### src/rtl/if_fetch_unit.sv
// Instruction fetch stage: drives a req/gnt/rvalid instruction memory port and fills the IF/ID register.
// One request is outstanding at most; a skid register absorbs a response that arrives while decode is stalled.
module if_fetch_unit (
    input  logic        clk,
    input  logic        rst,
    input  logic        freeze,
    input  logic        Br_taken,
    input  logic [31:0] Br_addr,
    output logic        imem_req,
    output logic [31:0] imem_addr,
    input  logic        imem_gnt,
    input  logic        imem_rvalid,
    input  logic [31:0] imem_rdata,
    output logic [31:0] Instruction,
    output logic [31:0] PC,
    output logic        valid
);

    typedef enum logic [1:0] {IDLE, REQ, WAIT, HOLD} state_e;

    state_e      state_q, state_d;
    logic [31:0] fetch_pc_q, fetch_pc_d;
    logic        kill_q, kill_d;
    logic [31:0] skid_instr_q, skid_instr_d;
    logic [31:0] skid_pc_q, skid_pc_d;
    logic [31:0] instr_q, instr_d;
    logic [31:0] pc_q, pc_d;
    logic        valid_q, valid_d;
    logic        req_q;
    logic [31:0] pc_plus4;
    logic        can_accept;

    assign pc_plus4   = fetch_pc_q + 32'd4;
    assign can_accept = !valid_q || !freeze;

    always_comb begin
        state_d      = state_q;
        fetch_pc_d   = fetch_pc_q;
        kill_d       = kill_q;
        skid_instr_d = skid_instr_q;
        skid_pc_d    = skid_pc_q;
        instr_d      = instr_q;
        pc_d         = pc_q;
        valid_d      = valid_q;

        // Decode consumed the current word; it becomes a bubble unless a new word lands below.
        if (!freeze) begin
            valid_d = 1'b0;
        end

        if (Br_taken) begin
            fetch_pc_d = {Br_addr[31:2], 2'b00};
            valid_d    = 1'b0;
            case (state_q)
                REQ: begin
                    if (imem_gnt) begin
                        kill_d  = 1'b1;
                        state_d = WAIT;
                    end
                end
                WAIT: begin
                    if (imem_rvalid) begin
                        kill_d  = 1'b0;
                        state_d = REQ;
                    end else begin
                        kill_d  = 1'b1;
                    end
                end
                default: state_d = REQ;
            endcase
        end else begin
            case (state_q)
                IDLE: state_d = REQ;
                REQ: begin
                    if (imem_gnt) begin
                        state_d = WAIT;
                    end
                end
                WAIT: begin
                    if (imem_rvalid) begin
                        if (kill_q) begin
                            kill_d  = 1'b0;
                            state_d = REQ;
                        end else if (can_accept) begin
                            instr_d    = imem_rdata;
                            pc_d       = pc_plus4;
                            valid_d    = 1'b1;
                            fetch_pc_d = pc_plus4;
                            state_d    = REQ;
                        end else begin
                            skid_instr_d = imem_rdata;
                            skid_pc_d    = pc_plus4;
                            fetch_pc_d   = pc_plus4;
                            state_d      = HOLD;
                        end
                    end
                end
                HOLD: begin
                    if (!freeze) begin
                        instr_d = skid_instr_q;
                        pc_d    = skid_pc_q;
                        valid_d = 1'b1;
                        state_d = REQ;
                    end
                end
                default: state_d = IDLE;
            endcase
        end
    end

    // The request strobe is registered from the next state so it is glitch-free at the memory port.
    always_ff @(posedge clk or negedge rst) begin
        if (!rst) begin
            state_q      <= IDLE;
            fetch_pc_q   <= 32'd0;
            kill_q       <= 1'b0;
            skid_instr_q <= 32'd0;
            skid_pc_q    <= 32'd0;
            instr_q      <= 32'd0;
            pc_q         <= 32'd0;
            valid_q      <= 1'b0;
            req_q        <= 1'b0;
        end else begin
            state_q      <= state_d;
            fetch_pc_q   <= fetch_pc_d;
            kill_q       <= kill_d;
            skid_instr_q <= skid_instr_d;
            skid_pc_q    <= skid_pc_d;
            instr_q      <= instr_d;
            pc_q         <= pc_d;
            valid_q      <= valid_d;
            req_q        <= (state_d == REQ);
        end
    end

    assign imem_req    = req_q;
    assign imem_addr   = fetch_pc_q;
    assign Instruction = instr_q;
    assign PC          = pc_q;
    assign valid       = valid_q;

endmodule

### config.mk
export PLATFORM = sky130hd
export DESIGN_NAME = if_fetch_unit
export DESIGN_NICKNAME = d
export VERILOG_FILES = /design/src/rtl/if_fetch_unit.sv
export SDC_FILE = /design/constraint.sdc
export NUM_CORES = 1
export LEC_CHECK = 0
export BUFFER_PORTS_ARGS = -buffer_cell sky130_fd_sc_hd__buf_4
export CORE_MARGIN = 4
export CORE_UTILIZATION = 45
export CTS_CLUSTER_SIZE = 12
export DETAILED_ROUTE_END_ITERATION = 8
export PLACE_DENSITY = 0.68
export RECOVER_POWER = 50
export SYNTH_ARGS = -nofsm -noshare
export SYNTH_HDL_FRONTEND = slang
export SYNTH_SLANG_ARGS = --single-unit
### constraint.sdc
create_clock -name clk -period 2.55 [get_ports clk]
set_input_delay 0.255 -clock clk [delete_from_list [all_inputs] [get_ports clk]]
set_output_delay 0.255 -clock clk [all_outputs]
set_load 0.005 [all_outputs]
Yosys cells after proc, flatten, opt, wreduce, memory -nomap -nowiden
Cells that the tools add are included.
- add/subtract/negate cells: 1
- multiply operators: 0
- divide/modulo/power cells: 0
- order comparisons: 0
- eq/ne operators: 10
- shift-type cells: 0
- muxes and demuxes: 36
- bitwise operators: 3
- reductions and logical operators: 12
- operator list (kind ; number):
    $mux 32 ; 12
    $pmux 32 s2 ; 2
    $add 32x3->32 const B ; 1
    $mux 2 ; 7
    $mux 1 ; 11
    $ne 2x2->1 const B ; 5
    $pmux 2 s4 ; 1
    $reduce_bool 2->1 ; 4
    $reduce_and 6->1 ; 1
    $reduce_and 5->1 ; 1
    $eq 2x1->1 const B ; 2
    $eq 2x2->1 const B ; 2
    $pmux 1 s2 ; 2
    $pmux 2 s2 ; 1
    $reduce_and 4->1 ; 1
    $ne 3x3->1 const B ; 1
    $not 1->1 ; 3
    $reduce_and 3->1 ; 1
    $logic_not 1->1 ; 2
    $logic_not 2->1 ; 1
    $logic_or 1x1->1 ; 1
- bits in registers: 165
- bits in latches: 0
- RAM bits: 0
- ROM bits: 0
- bits of input ports: 70
- output and inout port bits: 98
- logic and storage cells: 71
- memories kept: 0

Longest topological paths before layout
Gate-level depths: netlist of the first run.
- depth in word-level cells: 8
- depth in mapped cells: 11

Worst setup path before layout of the first run
OpenSTA, ideal clock, no wires.
- kind: reg-to-reg
- from: reg state_q[0]
- to: reg fetch_pc_q[23] (netlist: imem_addr[23])
- library setup time: 0.125 ns
- arrival: 1.880 ns
- data required time: 2.425 ns
- setup slack: 0.545 ns
- cell stages (with the launch flop): 9
- period minus slack after synthesis: 2.005 ns
- path through: dfrtp_1 inv_1 ha_1 buf_4 nand3b_4 nor4_4 nand4_1 xnor2_1 mux2_2
- cells in the longest elaborated chain, start to end: 3
- RTL lines (item ; line ; text):
    start: declaration ; 21 ; state_e state_q, state_d;
    start signal: assignment ; 124 ; state_q <= state_d;
    $eq 2x2->1 ; 72 ; case (state_q)
    $reduce_bool 2->1 (no line) ; -- ;
    $reduce_and 3->1 (no line) ; -- ;
    end signal: assignment ; 125 ; fetch_pc_q <= fetch_pc_d;
    end: declaration ; 22 ; logic [31:0] fetch_pc_q, fetch_pc_d;
No other way between the ends.
A chain may end at the register's enable or synchronous reset.

Worst setup path in the final report of the first run
- from: reg state_q[0]
- to: reg skid_instr_q[14]
- cells in the longest elaborated chain, start to end: 2
- RTL lines (item ; line ; text):
    $eq 2x2->1 ; 72 ;
    $reduce_and 5->1 (no line) ; -- ;
    end signal: assignment ; 127 ; skid_instr_q <= skid_instr_d;
    end: declaration ; 24 ; logic [31:0] skid_instr_q, skid_instr_d;
No other way between the ends.

==> results of run 1 <==
cells by family after synthesis:
family | after synthesis | synth area share
and+or+nand+nor | 238 | 0.154
DFF | 159 | 0.516
AOI/OAI and AO/OA | 149 | 0.108
muxes | 78 | 0.110
buffers and inverters | 68 | 0.0444
xor gates and xnor gates | 51 | 0.0579
adders and majority gates | 6 | 0.00973
other | 1 | 0.000486
worst max-delay path by stage:
stage | to | start | cells after the start | slack, ns
floorplan | imem_addr[23] | state_q[0] | 8 | 0.54
global placement | skid_instr_q[22] | state_q[0] | 6 | 0.30
detailed placement | skid_instr_q[26] | state_q[0] | 6 | 0.27
CTS | skid_instr_q[14] | state_q[0] | 6 | 0.26
global route | skid_instr_q[14] | rst | 3 | 0.05
finish | skid_instr_q[14] | state_q[0] | 6 | 0.26
cell type report:
| cell class | count | share of cell area |
|---|---|---|
| inverters | 12 | 0.00465 |
| clock buffers | 22 | 0.0459 |
| well taps | 220 | 0.0284 |
| clock inverters | 10 | 0.0168 |
| flip-flops and latches | 159 | 0.411 |
| multi-input cells | 526 | 0.353 |
| repair buffers | 185 | 0.140 |
layout by cell type, fill, tap and decap left out, types with 2 or more instances in the layout:
cell type / instances
and3_1: 4
a31oi_1: 3
buf_4: 109
dfrtp_1: 159
and2_1: 2
nor4_1: 2
conb_1: 4
nand3_1: 30
xnor2_1: 24
inv_1: 12
nor2_1: 22
o211ai_1: 8
o21ai_1: 10
a21o_1: 2
o31ai_1: 6
and4_1: 4
mux2_2: 36
clkbuf_2: 4
xor2_1: 27
mux2i_1: 38
nor3_2: 3
ha_1: 5
clkbuf_16: 17
clkinvlp_4: 5
o21ai_0: 93
nor4_4: 3
nand4_1: 16
buf_12: 4
clkbuf_1: 25
a22oi_1: 7
clkbuf_4: 47
o21a_1: 4
a21oi_1: 11
nand2b_1: 2
nand2_1: 122
bufinv_16: 4
nand4_4: 2
mux2_4: 4
nor3_1: 20
metrics by stage:
stage	hold slack [ns]	utilization	area (um2)	total power, W
finish	0.0411	0.580	9690	0.00838
global route	0.0324	0.580	9690	0.00891
CTS	0.0241	0.586	9790	0.00864
detailed placement	0.246	0.549	9170	0.00598
global placement	0.239	0.549	9170	0.00592
floorplan	-0.0406	-	7720	0.00465
power by group:
group	internal (W)	switching, W
Sequential	0.00305	0.000365
Clock	0.00164	0.000997
Combinational	0.00113	0.00119
worst max-delay path, cell delays in order (launching register included):
cell	delay (ns)
dfrtp_1	0.45
inv_1	0.11
ha_1	0.32
nand3b_4	0.24
or3_4	0.43
buf_12	0.24
mux2_4	0.34
synth_stat cells, drive strengths merged (6+ instances only):
master  count
a21oi      11
a22oi       7
buf        37
clkbuf     19
dfrtp     159
ha          6
inv        12
mux2       40
mux2i      38
nand2     122
nand3      30
nand4      18
nor2       22
nor3       24
o211ai      8
o21ai     103
o31ai       6
xnor2      24
xor2       27
state kept, by name, indices dropped and copies added, names as in the netlist:
signal,flops
kill_q,1
state_q,2
Instruction,32
PC,30
imem_req,1
valid,1
imem_addr,30
skid_instr_q,32
skid_pc_q,30
metal layers:
metal,wire [um],vias up,track usage,part of all wire
met5,0,-,0,0
li1,-,2899,-,-
met1,8880,2791,0.282,0.48
met4,261,0,0.0582,0.014
met2,8640,168,0.307,0.46
met3,898,18,0.0445,0.048
timing repair:
item,in CTS,in global routing
endpoints found under the hold margin,50,0
hold buffers,1,0
setup buffers,0,0
==> results.ini, run 1 <==
[timing]
drv_slew=0
skew_ns=0.00886
setup_tns_ns=0
worstMarginPinSlew_ns=1.30
setup_violations=0
layout_setup_ws_ns=0.263
rsz0062_at_grt=no
fin_crit_ns=2.29
fin_crit_sh=0.897
relSlewSlack=0.132
final-hold-violation-count=0
clock.fmax_mhz=437

[floorplanning]
die_area_um2=19300
start_util=0.462
die_h_um=139
coreArea_um2=16700
die_w_um=139
rows=47
ios=168

[layout]
fin_nets=977
multi_input_area_um2=3420
instances_no_fill=1134
syn_to_final_growth_pct=25.6
drive_above_1_share=0.267
fillers=1520
seqCellArea_um2=3980
antenna_cells=0

[drt]
drt_iter0_drc=258
drc=0
vias_per_cell=5.18
num_vias=5876
first_pass_iters=4
wl_per_cell_um=16.5
ant_nets=0
postRouteWirelength_mm=18.7

[yosys]
synth_cells=750
synth_seq_area_share=0.516
async_flop_share=1.00
ys.flop_type=dfrtp_1
ys_warn_count=0
avgSynthCellArea_um2=10.3
synth-edff-count=0
synthTopCellsByArea=dfrtp_1 52%, o21ai_0 6.0%, nand2_1 5.9%
synth-seq-cells=159
yosysTopAreaCellShare=0.516
syn-cell-area_um2=7710
ys_types=47
netlist.top_cell.by_area=dfrtp_1

[placed_design]
dpl_worst_slack_ns=0.273
dp_cells=1101
gp_congestion=0.896
io_buffers=161
place_hpwl_mm=13.3

[critical_path]
worstSetupEndpointType=flop
crit_arrival_ns=2.59
critPathKind=reg -> reg
rr_worst_depth=6
crit_required_ns=2.85
path_max_fanout=87
r2r-end=skid_instr_q[14]
r2r_slack_ns=0.26
r2r-start=state_q[0]
startpoint_type=flop

[global_route]
grt_pass1_vias=5917
track_usage=0.199
grt_pass1_wl_mm=31.2
grt_max_degree=88
grt_antenna_before_repair=0
grt_overflow=0

[clock_tree]
cts_made_buffers=17
clock_latency_ns=0.42
cts_tree=done
cts_resized=0
cts-root-buf=clkbuf_16
cts_sinks=159
clock_path_buffers=2
clk_pin_slew_worst_paths_ns=0.06
htree_levels=4

[worst_hold_path]
min_to=imem_addr[14]
holdPathStages=3
min_path_type=in -> reg
worstHoldStart=Br_addr[14]

[pwr]
peakVddDrop_uv=488
p_per_area_nw_per_um2=865
p_leak_nw=4.40

[run_status]
outcome=complete, no violations

[flow_run]
max_cap_viol_count=0

Note: power is estimated with default switching activity, not from simulation.
==> run 2, diff against run 1 <==
--- a/config.mk
+++ b/config.mk
@@ -6,6 +6,7 @@
 export NUM_CORES = 1
 export LEC_CHECK = 0
 export BUFFER_PORTS_ARGS = -buffer_cell sky130_fd_sc_hd__buf_4
+export CORE_ASPECT_RATIO = 0.8
 export CORE_MARGIN = 4
 export CORE_UTILIZATION = 45
 export CTS_CLUSTER_SIZE = 12
==> run 2 against run 1 <==
The run now ends with capacitance limit, slew limit left. Clock skew is essentially flat. Largest cell class unchanged. Critical path depth grew 3. Core utilization grew 0.20 points. Combinational power is essentially flat. Critical path type unchanged. Non-clock buffer count shrank 2.
==> results.ini, run 2 (synthesis results as in run 1) <==
[critical_path]
r2r-end=imem_addr[23]
worstSetupEndpointType=flop
crit_arrival_ns=2.55
path_max_fanout=17
crit_required_ns=2.85
rr_worst_depth=9
r2r_slack_ns=0.30
startpoint_type=flop
cp-endpoint=imem_addr[23]
critPathKind=reg -> reg
r2r-start=state_q[0]
path_cells=inv_1 -> ha_1 -> buf_4 -> nand3b_4 -> buf_4 -> nor4_4 -> nand4_1 -> xnor2_1 -> mux2_2
crit_top_cell=buf_4
slowest_stage=dfrtp_1
critPathLaunch=state_q[0]
critPathMaxStageDelay_ns=0.46

[clock_tree]
clock_latency_ns=0.42
clock_path_buffers=2
postCtsSetupRepairBufs=0
clk_pin_slew_worst_paths_ns=0.06
cts_made_buffers=17
cts_tree=done
cts-root-buf=clkbuf_16
htree_levels=4
cts_sinks=159

[timing]
skew_ns=0.00932
drv_slew=67
fin_crit_sh=0.883
relSlewSlack=-0.121
layout_setup_ws_ns=0.298
setup_violations=0
worstMarginPinSlew_ns=1.68
setup_tns_ns=0
rsz0062_at_grt=no
clock.fmax_mhz=444
fin_crit_ns=2.25
final-hold-violation-count=0
whs_ns=0.0402

[drt]
first_pass_iters=5
wl_per_cell_um=17.0
num_vias=5928
drc=0
postRouteWirelength_mm=19.2
vias_per_cell=5.24
ant_nets=0
drt_iter0_drc=370

[placed_design]
place_hpwl_mm=13.7
io_buffers=161
dpl_worst_slack_ns=0.289
gp_congestion=0.836

[floorplanning]
rows=42
start_util=0.463
die_w_um=154
ios=168
die_area_um2=19300
coreArea_um2=16700
die_h_um=125

[global_route]
grt_pass1_wl_mm=31.0
grt_max_degree=77
grt_antenna_before_repair=0
track_usage=0.200
grt_overflow=0
grt_pass1_vias=5726

[pwr]
p_seq_frac=0.410
p_int_w=0.00578
swShare=0.311
peakVddDrop_uv=500
switchingPower_w=0.00261
clockPowerShare=0.315
pwr-share-comb=0.275
p_per_area_nw_per_um2=865
p_leak_nw=4.42

[run_status]
violations=capacitance limit, slew limit
outcome=finished, violations left

[layout]
syn_to_final_growth_pct=25.7
layout_common_cells=159 x dfrtp_1, 122 x nand2_1, 112 x buf_4
drive_above_1_share=0.273
fillers=1469
final_common_cell=dfrtp_1
fin_nets=975
utilization=0.582
antenna_cells=0

[worst_hold_path]
min_path_type=in -> reg

[flow_run]
max_cap_viol_count=1

run 2: cell types whose count changed in the layout (fill, tap and decap cells not counted), sizes merged:
cell	previous run	this run
inv	12	16
bufinv	4	3
buf	113	117
clkbuf	93	86
clkinvlp	5	3
run 2: worst min-delay path by stage:
stage	depth (start not counted)	from	end
after floorplan	0	rst	Instruction[0]
after global placement	1	rst	Instruction[14]
after detailed placement	1	rst	Instruction[16]
after CTS	3	Br_addr[15]	imem_addr[15]
after global routing	3	Br_addr[26]	imem_addr[26]
final	3	Br_addr[15]	imem_addr[15]
run 2: layout make-up:
| cell class | instances | area, um2 | share of cell area |
|---|---|---|---|
| clock buffers | 21 | 460 | 0.0475 |
| clock inverters | 11 | 153 | 0.0157 |
| inverters | 12 | 45.0 | 0.00465 |
| multi-input cells | 526 | 3420 | 0.353 |
| flip-flops and latches | 159 | 3980 | 0.410 |
| well taps | 220 | 275 | 0.0284 |
| repair buffers | 183 | 1360 | 0.140 |
run 2: what timing repair did:
item                      in CTS  in global routing
gates resized for setup        0                  0
hold endpoints to repair      64                  0
hold buffers                   1                  0
run 2: per-layer routing:
layer / share of wire / GRT usage / vias up
li1: - / - / 2896
met1: 0.49 / 0.302 / 2893
met2: 0.46 / 0.299 / 128
met3: 0.044 / 0.0415 / 11
met4: 0.0089 / 0.0478 / 0
met5: 0 / 0 / -
run 2: power by group through the flow:
stage               registers [W]  clock network (W)  logic, W
global placement          0.00347                  0   0.00242
finish                    0.00343            0.00264   0.00231
global route              0.00351            0.00281   0.00258
floorplan                 0.00343                  0   0.00121
CTS                       0.00345            0.00270   0.00248
detailed placement        0.00349                  0   0.00247
run 2: per-stage QoR:
stage / std cells / total power (W) / instance area, um2
finish: 1132 / 0.00838 / 9690
global placement: 1099 / 0.00590 / 9160
detailed placement: 1099 / 0.00596 / 9160
floorplan: 753 / 0.00465 / 7720
CTS: 1132 / 0.00863 / 9780
global route: 1132 / 0.00891 / 9690
run 2: critical path: cells and delay by family, from the launching register on:
kind | cells | cell delay (ns)
AND/OR/NAND/NOR | 3 | 0.52
buffers and inverters | 3 | 0.50
flip-flops | 1 | 0.46
multiplexers | 1 | 0.27
adder cells (fa/ha/maj) | 1 | 0.19
XOR/XNOR | 1 | 0.17
==> run 3, diff against run 2 <==
--- a/config.mk
+++ b/config.mk
@@ -5,7 +5,7 @@
 export SDC_FILE = /design/constraint.sdc
 export NUM_CORES = 1
 export LEC_CHECK = 0
-export BUFFER_PORTS_ARGS = -buffer_cell sky130_fd_sc_hd__buf_4
+export BUFFER_PORTS_ARGS = -buffer_cell sky130_fd_sc_hd__buf_2
 export CORE_ASPECT_RATIO = 0.8
 export CORE_MARGIN = 4
 export CORE_UTILIZATION = 45
==> run 3 against run 2 <==
The flow now finishes without violations. Wire length is 0.59% lower. Largest cell class unchanged. Sequential share of layout area is 1.8 points higher. Non-clock buffer count is 1 lower. Power is 3.7% lower. Hold slack worse by 0.011 ns. Final area is 4.3% lower.
==> results.ini, run 3 (synthesis results as in run 1) <==
[clock_tree]
clk_pin_slew_worst_paths_ns=0.07
cts_tree=done
cts_made_buffers=17
clock_latency_ns=0.43
cts-root-buf=clkbuf_16
htree_levels=4
clock_path_buffers=2
postCtsSetupRepairBufs=0
cts_sinks=159

[critical_path]
critPathTopFamily=simple AND/OR/NAND/NOR gates
path_buf_inv=1
critPathMaxStageDelay_ns=0.46
r2r-end=PC[15]
slowest_stage=dfrtp_1
crit_arrival_ns=2.66
path_max_fanout=15
worstSetupEndpointType=flop
r2r_slack_ns=0.22
rr_worst_depth=7
path_depth=7
r2r-start=state_q[0]
crit_top_cell=nor2_1
startpoint_type=flop
critPathKind=reg -> reg
crit_required_ns=2.89
path_cells=inv_1 -> ha_1 -> nor2_1 -> a211o_1 -> nor2_1 -> nand2b_2 -> o211ai_1

[timing]
setup_tns_ns=0
fin_crit_sh=0.912
skew_ns=0.00760
clock.fmax_mhz=430
worstMarginPinSlew_ns=1.49
relSlewSlack=0.00655
setup_violations=0
rsz0062_at_grt=no
final-hold-violation-count=0
fin_crit_ns=2.33
drv_slew=0

[drt]
first_pass_iters=7
ant_nets=0
postRouteWirelength_mm=19.1
drc=0
vias_per_cell=5.27
drt_iter0_drc=436
num_vias=5960
wl_per_cell_um=16.9

[floorplanning]
die_w_um=154
rows=42
ios=168
die_area_um2=19300
start_util=0.463
die_h_um=125
coreArea_um2=16700

[placed_design]
gp_congestion=0.834
io_buffers=161
place_hpwl_mm=13.3
place_area_um2=8710

[global_route]
track_usage=0.196
grt_pass1_wl_mm=30.5
grt_pass1_vias=5627
grt_antenna_before_repair=0
grt_overflow=0
grt_max_degree=88

[layout]
layout_common_cells=159 x dfrtp_1, 132 x buf_2, 122 x nand2_1
drive_above_1_share=0.264
syn_to_final_growth_pct=20.3
fin_nets=976
fin_area_um2=9280
fillers=1494
antenna_cells=0
final_common_cell=dfrtp_1

[run_status]
outcome=complete, no violations

[pwr]
peakVddDrop_uv=501
p_leak_nw=4.27
p_per_area_nw_per_um2=870

[worst_hold_path]
holdPathStages=3
min_path_type=in -> reg
worstHoldStart=Br_addr[25]
min_to=imem_addr[25]

[flow_run]
max_cap_viol_count=0

==> run 3: how the worst max path moves through the flow <==
stage	endpoint	slack (ns)	start
after CTS	Instruction[5]	0.08	state_q[0]
after floorplan	imem_addr[23]	0.54	state_q[0]
after detailed placement	Instruction[9]	0.09	state_q[0]
after global routing	PC[24]	0.003	state_q[0]
final	PC[15]	0.22	state_q[0]
after global placement	Instruction[30]	0.17	state_q[0]
==> run 3: through the flow <==
step	hold WS, ns	utilization	power, W	instances	setup slack, ns
final	0.0288	0.557	0.00807	1132	0.225
after global routing	0.0253	0.557	0.00859	1132	0.00252
after CTS	0.0177	0.559	0.00818	1130	0.0764
after detailed placement	0.269	0.523	0.00563	1098	0.0915
after global placement	0.265	0.523	0.00556	1098	0.167
after floorplan	-0.0406	-	0.00465	753	0.545
==> run 3: where the power goes <==
part	total, W	switching, W	internal (W)
sequential	0.00343	0.000377	0.00305
clock	0.00253	0.00108	0.00145
combinational	0.00211	0.00121	0.000907
==> run 3: metal layers <==
layer | up-vias | part of all wire | track usage
li1 | 2897 | - | -
met1 | 2866 | 0.47 | 0.289
met2 | 184 | 0.44 | 0.290
met3 | 13 | 0.073 | 0.0577
met4 | 0 | 0.0086 | 0.0410
met5 | - | 0 | 0
==> run 3: cell type report <==
class | instances | area [um2] | area share
Sequential cell | 159 | 3980 | 0.429
Multi-Input combinational cell | 528 | 3440 | 0.371
Timing Repair Buffer | 182 | 948 | 0.102
Clock buffer | 17 | 425 | 0.0459
Tap cell | 220 | 275 | 0.0297
Clock inverter | 14 | 159 | 0.0171
Inverter | 12 | 45.0 | 0.00486
==> run 3: worst min-delay path, stage by stage <==
cell     delay [ns]
buf_2          0.07
nand2_1        0.04
o21ai_0        0.05
==> run 3: what timing repair did <==
action,CTS,global route
endpoints found under the hold margin,55,0
gates resized for setup,0,2
hold buffers,1,0
setup endpoints to repair,0,32
